### src/rtl/csr_access_arbiter.sv
// Round-robin arbiter sharing the single CSR-file access port between the commit-path
// CSR unit (requester 0) and the debug/hart-control port (requester 1).
module csr_access_arbiter #(
  parameter int unsigned TIMEOUT_CYCLES = 8
) (
  input  logic        cpu_clock_i,
  input  logic        cpu_reset_ni,
  input  logic        r0_valid_i,
  output logic        r0_ready_o,
  input  logic [11:0] r0_addr_i,
  input  logic [1:0]  r0_opcode_i,
  input  logic        r0_wr_en_i,
  input  logic [31:0] r0_data_i,
  input  logic        r1_valid_i,
  output logic        r1_ready_o,
  input  logic [11:0] r1_addr_i,
  input  logic [1:0]  r1_opcode_i,
  input  logic        r1_wr_en_i,
  input  logic [31:0] r1_data_i,
  input  logic        trap_busy_i,
  output logic        csr_valid_o,
  output logic [11:0] csr_addr_o,
  output logic [1:0]  csr_opcode_o,
  output logic        csr_wr_en_o,
  output logic [31:0] csr_data_o,
  input  logic        csr_done_i,
  input  logic        csr_excp_i,
  input  logic [31:0] csr_data_i,
  output logic        rsp_valid_o,
  output logic        rsp_id_o,
  output logic [31:0] rsp_data_o,
  output logic        rsp_excp_o,
  output logic        busy_o
);

  localparam logic [1:0] ST_IDLE  = 2'd0;
  localparam logic [1:0] ST_ISSUE = 2'd1;
  localparam logic [1:0] ST_WAIT  = 2'd2;

  localparam logic [7:0] TMO_LAST = 8'(TIMEOUT_CYCLES - 1);

  logic [1:0]  state_q;
  logic        rr_ptr_q;
  logic [7:0]  tmo_cnt_q;
  logic        id_q;
  logic [11:0] addr_q;
  logic [1:0]  opcode_q;
  logic        wr_en_q;
  logic [31:0] data_q;
  logic        rsp_valid_q;
  logic        rsp_id_q;
  logic [31:0] rsp_data_q;
  logic        rsp_excp_q;

  logic        grant_any;
  logic        grant_id;
  logic        tmo_hit;

  // On a tie the pointer picks; otherwise the lone requester wins.
  assign grant_any = (state_q == ST_IDLE) && (r0_valid_i || r1_valid_i);
  assign grant_id  = (r0_valid_i && r1_valid_i) ? rr_ptr_q : r1_valid_i;
  assign tmo_hit   = (tmo_cnt_q + 8'd1) == TMO_LAST;

  assign r0_ready_o   = grant_any && !grant_id;
  assign r1_ready_o   = grant_any &&  grant_id;
  // A trap update owns the CSR file this cycle, so the pending op waits behind it.
  assign csr_valid_o  = (state_q == ST_ISSUE) && !trap_busy_i;
  assign csr_addr_o   = addr_q;
  assign csr_opcode_o = opcode_q;
  assign csr_wr_en_o  = wr_en_q;
  assign csr_data_o   = data_q;
  assign rsp_valid_o  = rsp_valid_q;
  assign rsp_id_o     = rsp_id_q;
  assign rsp_data_o   = rsp_data_q;
  assign rsp_excp_o   = rsp_excp_q;
  assign busy_o       = (state_q != ST_IDLE);

  always_ff @(posedge cpu_clock_i or negedge cpu_reset_ni) begin
    if (!cpu_reset_ni) begin
      state_q     <= ST_IDLE;
      rr_ptr_q    <= 1'b0;
      tmo_cnt_q   <= 8'd0;
      id_q        <= 1'b0;
      addr_q      <= 12'd0;
      opcode_q    <= 2'd0;
      wr_en_q     <= 1'b0;
      data_q      <= 32'd0;
      rsp_valid_q <= 1'b0;
      rsp_id_q    <= 1'b0;
      rsp_data_q  <= 32'd0;
      rsp_excp_q  <= 1'b0;
    end else begin
      rsp_valid_q <= 1'b0;
      case (state_q)
        ST_IDLE: begin
          if (grant_any) begin
            id_q     <= grant_id;
            addr_q   <= grant_id ? r1_addr_i   : r0_addr_i;
            opcode_q <= grant_id ? r1_opcode_i : r0_opcode_i;
            wr_en_q  <= grant_id ? r1_wr_en_i  : r0_wr_en_i;
            data_q   <= grant_id ? r1_data_i   : r0_data_i;
            rr_ptr_q <= ~grant_id;
            state_q  <= ST_ISSUE;
          end
        end
        ST_ISSUE: begin
          if (!trap_busy_i) begin
            state_q <= ST_WAIT;
          end
        end
        ST_WAIT: begin
          if (csr_done_i) begin
            rsp_valid_q <= 1'b1;
            rsp_id_q    <= id_q;
            rsp_data_q  <= csr_data_i;
            rsp_excp_q  <= csr_excp_i;
            tmo_cnt_q   <= 8'd0;
            state_q     <= ST_IDLE;
          end else if (tmo_hit) begin
            // No completion from the CSR file: fail the op back to its owner.
            rsp_valid_q <= 1'b1;
            rsp_id_q    <= id_q;
            rsp_data_q  <= 32'd0;
            rsp_excp_q  <= 1'b1;
            tmo_cnt_q   <= 8'd0;
            state_q     <= ST_IDLE;
          end else begin
            tmo_cnt_q <= tmo_cnt_q + 8'd1;
          end
        end
        default: begin
          tmo_cnt_q <= 8'd0;
          state_q   <= ST_IDLE;
        end
      endcase
    end
  end

endmodule

### config.mk
export PLATFORM = sky130hd
export DESIGN_NAME = csr_access_arbiter
export DESIGN_NICKNAME = d
export VERILOG_FILES = /design/src/rtl/csr_access_arbiter.sv
export SDC_FILE = /design/constraint.sdc
export NUM_CORES = 1
export LEC_CHECK = 0
export CORE_MARGIN = 2
export CORE_UTILIZATION = 30
export DETAILED_ROUTE_END_ITERATION = 7
export DONT_BUFFER_PORTS = 1
export PLACE_DENSITY = 0.41
export SLEW_MARGIN = 10
export SYNTH_ARGS = -nofsm -noshare
export SYNTH_HDL_FRONTEND = slang
export SYNTH_SLANG_ARGS = --single-unit
### constraint.sdc
create_clock -name cpu_clock_i -period 2.2 [get_ports cpu_clock_i]
set_input_delay 0.44 -clock cpu_clock_i [delete_from_list [all_inputs] [get_ports cpu_clock_i]]
set_output_delay 0.44 -clock cpu_clock_i [all_outputs]
set_load 0.02 [all_outputs]
==> key figures, run 1 <==
GRT
  – Busiest metal layer after global routing: met2
  – Antenna violations before repair: 0
  – Global-route wire length before repair: around 17 mm
  – Met2 GRT Util: roughly a quarter
  – Total grt overflow: 0
  – Number of global-route vias before repair: 3199
  – Largest net degree at the start of global routing: between 90 and 100
  – Met3 Use GR: 4.613%
  – GRT Total Usage: 15.03%
  – Met1 Usage GRT: approximately a fifth

Timing
  – Setup Skew: around 0.010 ns
  – Setup Viol. Count Final: 0
  – Max-slew violations: 0
  – Post-route minimum period: 2.107 ns
  – Final worst setup slack: between 0.09 and 0.1 ns
  – Final Hold Viols: 94
  – Final worst-path cycle share: between 90 and 100%
  – RSZ-0062 raised after global routing: no
  – F_max: approximately 470 MHz
  – Worst slew pin tran: around 0.58 ns
  – Fin Setup TNS: 0 ns
  – Slew headroom: just over 60%
  – Worst Hold Slack: -0.2123 ns

Yosys
  – Post-synthesis sequential area ratio: around 55%
  – YS warnings: 0
  – Cell count after synthesis: around 390
  – Synth cell types: 38
  – Syn Area/Cell: between 10 and 15 sq um
  – Syn Nets: around 530
  – #FFs+latches synth: 94
  – Post-Syn Area: roughly 4300 sq um

Cells and area
  – Commonest non-fill, non-tap cell in the layout: dfrtp_1
  – Final Non-Filler Cells: approximately 570
  – Layout cells sized above 1: under 10%
  – Most frequent cells in the layout: dfrtp_1, inv_1, a222oi_1
  – Final net count: between 500 and 600
  – Core Util, Final: about a third
  – Diode count: 0
  – P&R area growth vs syn: 14.63%

Setup path
  – Critical Path AT: around 1.7 ns
  – Critical Path Stages: 4
  – Worst path max stage delay: 0.42 ns
  – Beginning of the critical path: state_q[0]
  – CP bufs+invs: 2
  – Worst endpoint required time: roughly 1.8 ns
  – CP Max Fanout: 24
  – CP max-delay cell: dfrtp_1
  – Worst r2r src: tmo_cnt_q[3]
  – Worst R2R Setup Slack: between 0.2 and 0.25 ns
  – Critical Path End Type: output pin
  – CP Class: reg -> out
  – CP Cell Sequence: nor2_2, inv_2, a211oi_4, buf_12
  – Critical Path Start Type: flip-flop
  – FF-to-FF path depth: 6
  – Crit path to: r0_ready_o
  – RR Endpoint: rsp_data_o[0]
  – Critical path's top delay family: flip-flops

Clock tree
  – Clock root buffer master: clkbuf_16
  – H-tree depth: 3
  – Sink Count: 94
  – Clock transition at the registers of the reported paths: approximately 0.070 ns
  – Skew-Pair Late Insertion Delay: between 0.3 and 0.4 ns
  – Clock buffer depth: 2
  – CTS Buf Count: 9
  – CTS tree: yes

Detailed routing
  – TritonRoute pass-1 iters: 8
  – Post-DR wirelength/cell: 20.22 um
  – Final WL: 11.49 mm
  – Final ANT Viol Nets: 0
  – 1st-iter DRT viols: between 300 and 400
  – DRC Markers: 6
  – Via/cell ratio: 5.569
  – Total number of vias: around 3200

Die
  – Core footprint: 13880 sq um
  – Full die area: 15230 sq um
  – FP Rows: 43
  – Die H: roughly 120 um
  – Die Span X: between 100 and 150 um
  – Starting Density: a little under a third
  – Ports: 219

Power and ir drop
  – Pwr dens: approximately 1700 nW/um^2
  – VDD IR max: just under 0.7 mV
  – P_leak: about 0.0022 uW

Status
  – Failing checks: design-rule violations, negative hold slack
  – Status: finished, violations left

Place
  – Buffers on Ports: 0
  – Pre-CTS WS: roughly 0.087 ns
  – Detail Placement HPWL: roughly 7.7 mm
  – DP Cell Count: roughly 550
  – GP Congestion: around 0.75

Hold path
  – Worst hold path type: in -> async

Job
  – Total of max-cap violations: 0
-- cell usage after synthesis, drive strengths merged --
library cell / n / area share, %
inv: 55 / 4.8
nor2: 6 / 0.91
a221oi: 1 / 0.20
dfrtp: 94 / 55
a2111oi: 1 / 0.64
and2: 2 / 0.29
a21oi: 3 / 0.35
xnor2: 4 / 0.99
o21ai: 38 / 4.4
o31a: 1 / 0.20
o221ai: 1 / 0.20
nand2b: 35 / 5.1
nand2: 8 / 0.70
a22oi: 32 / 5.6
nor2b: 1 / 0.15
a21o: 3 / 0.53
nor3b: 2 / 0.35
o21a: 1 / 0.18
or3: 1 / 0.15
nand3: 7 / 0.82
a222oi: 47 / 11
mux2i: 1 / 0.23
clkbuf: 24 / 2.1
and4: 2 / 0.41
buf: 7 / 1.4
ha: 2 / 0.59
and2b: 2 / 0.35
o31ai: 1 / 0.18
a22o: 2 / 0.41
o32ai: 1 / 0.20
o22ai: 1 / 0.47
a211oi: 2 / 0.35
and3: 3 / 0.44
o21bai: 1 / 0.18
-- state kept, by name (all words and copies together) (netlist names) --
register and count:
csr_addr_o 12, rsp_excp_o 1, rr_ptr_q 1, id_q 1, csr_data_o 32, csr_wr_en_o 1, tmo_cnt_q 8, state_q 2
rsp_data_o 32, csr_opcode_o 2, rsp_id_o 1, rsp_valid_o 1
-- what timing repair did --
| item | CTS | global route |
|---|---|---|
| buffers inserted | 0 | 0 |
| resized for setup | 2 | 2 |
| endpoints found under the setup margin | 1 | 28 |
| cloned | 0 | 1 |
| hold endpoints to repair | 94 | 94 |
| pin swaps | 0 | 1 |
-- worst min-delay path by stage --
stage / from / endpoint / depth (start not counted)
floorplan: cpu_reset_ni / csr_addr_o[0] / 0
global placement: cpu_reset_ni / csr_data_o[23] / 0
detailed placement: cpu_reset_ni / tmo_cnt_q[3] / 0
CTS: cpu_reset_ni / tmo_cnt_q[4] / 0
global route: cpu_reset_ni / tmo_cnt_q[4] / 0
finish: cpu_reset_ni / tmo_cnt_q[6] / 0
-- per-layer routing --
| metal | up-vias | wire, um |
|---|---|---|
| li1 | 1430 | - |
| met3 | 15 | 1081 |
| met1 | 1537 | 4780 |
| met4 | 0 | 218 |
| met2 | 181 | 5406 |
| met5 | - | 0 |
-- final cells by class --
cell class | instances | area (sq um)
clock buffers | 9 | 225.2
multi-input cells | 212 | 1609
clock inverters | 7 | 121.4
well taps | 180 | 225.2
repair buffers | 11 | 162.7
fillers | 1385 | 8979
flip-flops and latches | 94 | 2352
inverters | 55 | 206.4
-- metrics by stage --
step                      instance area (sq um)  total power [uW]
after global placement                     4521              6254
after CTS                                  4870              8167
final                                      4902              8102
after global routing                       4902              8641
after floorplan                            4277              5589
after detailed placement                   4521              6305
-- power breakdown --
| part | total [uW] | switching [uW] | internal [uW] |
|---|---|---|---|
| sequential | 4150 | 1640 | 2510 |
| combinational | 2130 | 1140 | 995 |
| clock | 1820 | 698 | 1120 |
| total | 8100 | 3480 | 4620 |
-- logic make-up (layout without fill, tap and decap cells) --
kind of cell | Yosys count | after routing | synth area share [%]
AO/OA/AOI/OAI | 136 | 136 | 25.16
XOR/XNOR | 4 | 4 | 0.9949
adder cells (fa/ha/maj) | 2 | 2 | 0.5850
buffers and inverters | 86 | 82 | 8.338
flip-flops | 94 | 94 | 55.00
multiplexers | 1 | 1 | 0.2341
AND/OR/NAND/NOR | 69 | 69 | 9.684
No activity file was read; power rests on OpenSTA's default activity.
==> run 2, diff against run 1 <==
--- a/config.mk
+++ b/config.mk
@@ -5,11 +5,12 @@
 export SDC_FILE = /design/constraint.sdc
 export NUM_CORES = 1
 export LEC_CHECK = 0
+export CAP_MARGIN = 25
 export CORE_MARGIN = 2
-export CORE_UTILIZATION = 30
+export CORE_UTILIZATION = 35
 export DETAILED_ROUTE_END_ITERATION = 7
 export DONT_BUFFER_PORTS = 1
-export PLACE_DENSITY = 0.41
+export PLACE_DENSITY = 0.46
 export SLEW_MARGIN = 10
 export SYNTH_ARGS = -nofsm -noshare
 export SYNTH_HDL_FRONTEND = slang
==> key figures, run 2 (same netlist as run 1, synthesis figures left out) <==
Setup path
  – Worst endpoint required time: between 1.5 and 2 ns
  – CP Cell Sequence: nor2_2, inv_2, a211oi_4, buf_12
  – Critical Path Stages: 4
  – Crit path to: r0_ready_o
  – Critical Path AT: approximately 1.6 ns
  – Beginning of the critical path: state_q[0]
  – FF-to-FF path depth: 7
  – Critical path's top delay family: flip-flops
  – Critical Path End Type: output pin
  – Worst path max stage delay: 0.42 ns
  – CP max-delay cell: dfrtp_1
  – RR Endpoint: rsp_data_o[0]
  – Worst r2r src: tmo_cnt_q[0]
  – Critical Path Start Type: flip-flop
  – CP Max Fanout: 19
  – CP bufs+invs: 2
  – CP Class: reg -> out
  – Worst R2R Setup Slack: 0.21 ns

Power and ir drop
  – NetSw: ~3500 uW
  – Sequential Power Share: around 53%
  – Comb pwr share: 27.5%
  – Sw frac: between 40% and 50%
  – Internal cell power: about 4500 uW
  – VDD IR max: roughly 0.66 mV
  – Share of power burned in the clock network: roughly a fifth
  – Pwr dens: about 1600 nW/um^2
  – P_leak: 0.002224 uW

Clock tree
  – Sink Count: between 90 and 100
  – H-tree depth: 3
  – Clock buffer depth: 2
  – Skew-Pair Late Insertion Delay: around 0.35 ns
  – Clock transition at the registers of the reported paths: about 0.06 ns
  – CTS Buf Count: 9
  – CTS tree: yes
  – Clock root buffer master: clkbuf_16

Detailed routing
  – Via/cell ratio: around 5.9
  – Final WL: 11.30 mm
  – Total number of vias: between 3000 and 4000
  – TritonRoute pass-1 iters: 8
  – DRC Markers: 0
  – Post-DR wirelength/cell: approximately 21 um
  – Final ANT Viol Nets: 0
  – 1st-iter DRT viols: slightly below 400

Timing
  – Setup Skew: between 0.006 and 0.007 ns
  – RSZ-0062 raised after global routing: no
  – Final Hold Viols: between 90 and 100
  – Final worst-path cycle share: 92.52%
  – Post-route minimum period: roughly 2.0 ns
  – Slew headroom: between 60% and 70%
  – Final worst setup slack: between 0.15 and 0.2 ns
  – Setup Viol. Count Final: 0
  – Max-slew violations: 0
  – Worst slew pin tran: roughly 0.5 ns
  – F_max: slightly below 500 MHz
  – Fin Setup TNS: 0 ns
  – Worst Hold Slack: -0.2089 ns

Die
  – Core footprint: 11960 sq um
  – Die Span X: 114.5 um
  – FP Rows: 40
  – Full die area: approximately 13000 sq um
  – Ports: between 200 and 250
  – Die H: ~110 um
  – Starting Density: between 30% and 40%

Hold path
  – Worst hold path type: in -> async

Cells and area
  – Commonest non-fill, non-tap cell in the layout: dfrtp_1
  – Layout cells sized above 1: roughly a tenth
  – Most frequent cells in the layout: dfrtp_1, inv_1, a222oi_1
  – Diode count: 0
  – P&R area growth vs syn: 12.70%
  – Final net count: approximately 520

Place
  – GP Congestion: around 0.83
  – Pre-CTS WS: ~0.13 ns
  – Buffers on Ports: 0
  – Detail Placement HPWL: 7.559 mm

GRT
  – GRT Total Usage: 16.82%
  – Busiest metal layer after global routing: met2
  – Number of global-route vias before repair: 3179
  – Largest net degree at the start of global routing: 95
  – Met1 Usage GRT: 21.02%
  – Total grt overflow: 0
  – Met3 Use GR: under 10%
  – Antenna violations before repair: 0
  – Met2 GRT Util: 26.23%
  – Global-route wire length before repair: between 15 and 20 mm

Job
  – Total of max-cap violations: 0

Status
  – Failing checks: negative hold slack
  – Status: finished, violations left
run 2: final cells by class:
type / count / area [sq um]
Clock buffer: 11 / 242.7
Clock inverter: 5 / 57.56
Fill cell: 1150 / 7142
Inverter: 55 / 206.4
Multi-Input combinational cell: 212 / 1604
Sequential cell: 94 / 2352
Tap cell: 147 / 183.9
Timing Repair Buffer: 14 / 172.7
run 2: worst reg2reg max path: stages (launching register included):
cell and delay, ns:
dfrtp_1 0.45, ha_2 0.32, and2b_1 0.17, nor3b_1 0.31, o22ai_4 0.16, nor2_8 0.14, buf_12 0.19, o21ai_0 0.14
run 2: power by group through the flow:
| stage | logic (uW) | clock network, uW | registers, uW |
|---|---|---|---|
| after floorplan | 1670 | 0 | 3920 |
| after global placement | 2060 | 0 | 4180 |
| after detailed placement | 2150 | 0 | 4170 |
| after CTS | 2140 | 1650 | 4170 |
| after global routing | 2490 | 1720 | 4260 |
| final | 2180 | 1590 | 4160 |
run 2: per-stage QoR:
step | total power [uW] | cell area, sq um | utilization (%) | std cells | hold WS [ns]
2_1_floorplan | 5589 | 4277 | - | 392 | 0.1444
3_3_place_gp | 6244 | 4474 | 37.41 | 519 | 0.1502
3_5_place_dp | 6321 | 4474 | 37.41 | 519 | 0.1500
4_1_cts | 7956 | 4777 | 39.94 | 535 | -0.2314
5_1_grt | 8467 | 4820 | 40.29 | 538 | -0.2316
6_report | 7931 | 4820 | 40.29 | 538 | -0.2089
run 2: how the worst min path moves through the flow:
stage | start | to | slack [ns] | cells past startpoint
5_1_grt | cpu_reset_ni | rsp_data_o[11] | -0.23 | 0
3_5_place_dp | cpu_reset_ni | rsp_data_o[4] | 0.15 | 0
2_1_floorplan | cpu_reset_ni | csr_addr_o[0] | 0.14 | 0
6_report | cpu_reset_ni | rsp_data_o[4] | -0.21 | 0
4_1_cts | cpu_reset_ni | rsp_data_o[11] | -0.23 | 0
3_3_place_gp | cpu_reset_ni | rsp_data_o[4] | 0.15 | 0
run 2: timing repair:
item	CTS	global route
hold endpoints to repair	94	94
resized for setup	2	1
pin swaps	0	1
endpoints found under the setup margin	2	11
cloned	0	1
buffers inserted	0	2
run 2: layer usage:
layer  share of wire (%)  vias to the layer above  wire length, um
li1                    -                     1436                -
met1                  40                     1538             4497
met2                  48                      190             5374
met3                  10                       19             1173
met4                 2.2                        0              250
met5                   0                        -                0
==> run 3, diff against run 2 <==
--- a/config.mk
+++ b/config.mk
@@ -6,11 +6,12 @@
 export NUM_CORES = 1
 export LEC_CHECK = 0
 export CAP_MARGIN = 25
+export CORE_ASPECT_RATIO = 0.9
 export CORE_MARGIN = 2
-export CORE_UTILIZATION = 35
+export CORE_UTILIZATION = 55
 export DETAILED_ROUTE_END_ITERATION = 7
 export DONT_BUFFER_PORTS = 1
-export PLACE_DENSITY = 0.46
+export PLACE_DENSITY = 0.67
 export SLEW_MARGIN = 10
 export SYNTH_ARGS = -nofsm -noshare
 export SYNTH_HDL_FRONTEND = slang
==> key figures, run 3 (same netlist as run 1, synthesis figures left out) <==
Cells and area
  – Reg area: roughly 2400 sq um
  – Diode count: 0
  – Multi-input gate area: ~1600 sq um
  – Most frequent cells in the layout: dfrtp_1, inv_1, a222oi_1
  – Filler Cell Count: 629
  – P&R area growth vs syn: 7.958%
  – Commonest non-fill, non-tap cell in the layout: dfrtp_1
  – Final net count: 518
  – Layout cells sized above 1: 9.021%
  – Core Util, Final: 61.19%

Power and ir drop
  – P_leak: 0.002155 uW
  – Pwr dens: between 1500 and 2000 nW/um^2
  – VDD IR max: between 0.7 and 0.8 mV
  – Sw frac: between 40 and 50%
  – Share of power burned in the clock network: 15.8%
  – Internal cell power: just over 4000 uW
  – NetSw: 3379 uW
  – Comb pwr share: between 20% and 30%
  – Sequential Power Share: ~56%

Timing
  – Final worst-path cycle share: between 90 and 100%
  – Post-route minimum period: between 2 and 2.5 ns
  – Final Hold Viols: 94
  – Final worst setup slack: around 0.12 ns
  – Fin Setup TNS: 0 ns
  – Setup Viol. Count Final: 0
  – Slew headroom: 68.78%
  – Max-slew violations: 0
  – Setup Skew: ~0.011 ns
  – Worst Hold Slack: -0.2278 ns
  – F_max: about 480 MHz
  – RSZ-0062 raised after global routing: no
  – Worst slew pin tran: between 0.4 and 0.5 ns

Setup path
  – CP Class: reg -> out
  – Critical Path AT: 1.64 ns
  – CP Max Fanout: 48
  – Critical Path Start Type: flip-flop
  – Critical Path End Type: output pin
  – CP max-delay cell: dfrtp_1
  – CP Cell Sequence: nor2_2, inv_1, buf_4, nor2_4, buf_12
  – Worst path max stage delay: between 0.4 and 0.5 ns
  – Worst endpoint required time: between 1.5 and 2 ns

Clock tree
  – CTS tree: yes
  – Clock buffer depth: 2
  – Clock root buffer master: clkbuf_8
  – CTS Buf Count: 9
  – Sink Count: between 90 and 100
  – H-tree depth: 3
  – Skew-Pair Late Insertion Delay: between 0.3 and 0.4 ns
  – Clock transition at the registers of the reported paths: 0.10 ns

GRT
  – Total grt overflow: 0
  – Largest net degree at the start of global routing: 95
  – Global-route wire length before repair: around 15 mm
  – Antenna violations before repair: 0
  – Number of global-route vias before repair: around 3000
  – GRT Total Usage: between 20% and 30%

Die
  – Core footprint: 7545 sq um
  – Die Span X: about 97 um
  – Starting Density: between 50 and 60%
  – Full die area: roughly 8500 sq um
  – Die H: about 88 um
  – FP Rows: 30
  – Ports: roughly 220

Hold path
  – Worst hold path type: in -> async

Detailed routing
  – Final ANT Viol Nets: 0
  – Via/cell ratio: 6.651
  – DRC Markers: 12
  – TritonRoute pass-1 iters: 8
  – Post-DR wirelength/cell: roughly 21 um
  – Total number of vias: between 3000 and 4000
  – Final WL: 10.17 mm
  – 1st-iter DRT viols: ~360

Place
  – Buffers on Ports: 0
  – GP Congestion: approximately 0.90
  – Pre-CTS WS: between 0.1 and 0.15 ns
  – Detail Placement HPWL: ~7 mm

Status
  – Status: finished, violations left
  – Failing checks: design-rule violations, negative hold slack

Job
  – Total of max-cap violations: 0
-- run 3: path summary, 6_finish.rpt --
check,start,to,slack [ns],cells after the start
worst max-delay path,state_q[0],r1_ready_o,0.12,5
worst min-delay path,cpu_reset_ni,rsp_id_o,-0.23,0
worst max register to register,tmo_cnt_q[0],tmo_cnt_q[1],0.21,7
worst min register to register,tmo_cnt_q[7],tmo_cnt_q[7],0.48,2
max in group asynchronous,cpu_reset_ni,rsp_data_o[23],2.32,0
min in group cpu_clock_i,r0_valid_i,state_q[0],0.22,2
-- run 3: timing repair --
| item | in CTS | in global routing |
|---|---|---|
| hold endpoints to repair | 94 | 94 |
| buffers inserted | 0 | 1 |
| setup endpoints to repair | 0 | 6 |
| resized for setup | 0 | 1 |
-- run 3: cell type report --
class	instances	area share, %
flip-flops and latches	94	50.95
multi-input cells	212	34.69
well taps	96	2.602
clock buffers	9	2.683
clock inverters	7	1.734
inverters	55	4.472
repair buffers	11	2.873
-- run 3: power groups by stage --
stage,registers [uW],clock network [uW],logic (uW)
final,4140,1170,2090
after detailed placement,4170,0,2100
after CTS,4150,1210,2100
after global routing,4250,1280,2380
after floorplan,3920,0,1670
after global placement,4170,0,2010
-- run 3: layer usage --
layer	global-route usage (%)	wire [um]	share of wire, %	vias to the layer above
met4	6.914	104	1.0	0
met3	7.662	980	9.6	10
met5	0	0	0	-
met1	31.37	4145	41	1575
li1	-	-	-	1426
met2	35.10	4937	49	208
-- run 3: worst max-delay path, delay by kind of cell (launching register included) --
family / cells / cell delay [ns]
flops: 1 / 0.43
buf+inv: 3 / 0.53
simple gates: 2 / 0.32
-- run 3: stage by stage --
stage          total power, uW  hold slack (ns)  area, sq um  cells
2_1_floorplan             5589           0.1444         4277    392
3_3_place_gp              6183           0.1467         4403    467
3_5_place_dp              6267           0.1468         4403    467
4_1_cts                   7458          -0.2534         4607    483
5_1_grt                   7903          -0.2657         4617    484
6_report                  7402          -0.2278         4617    484
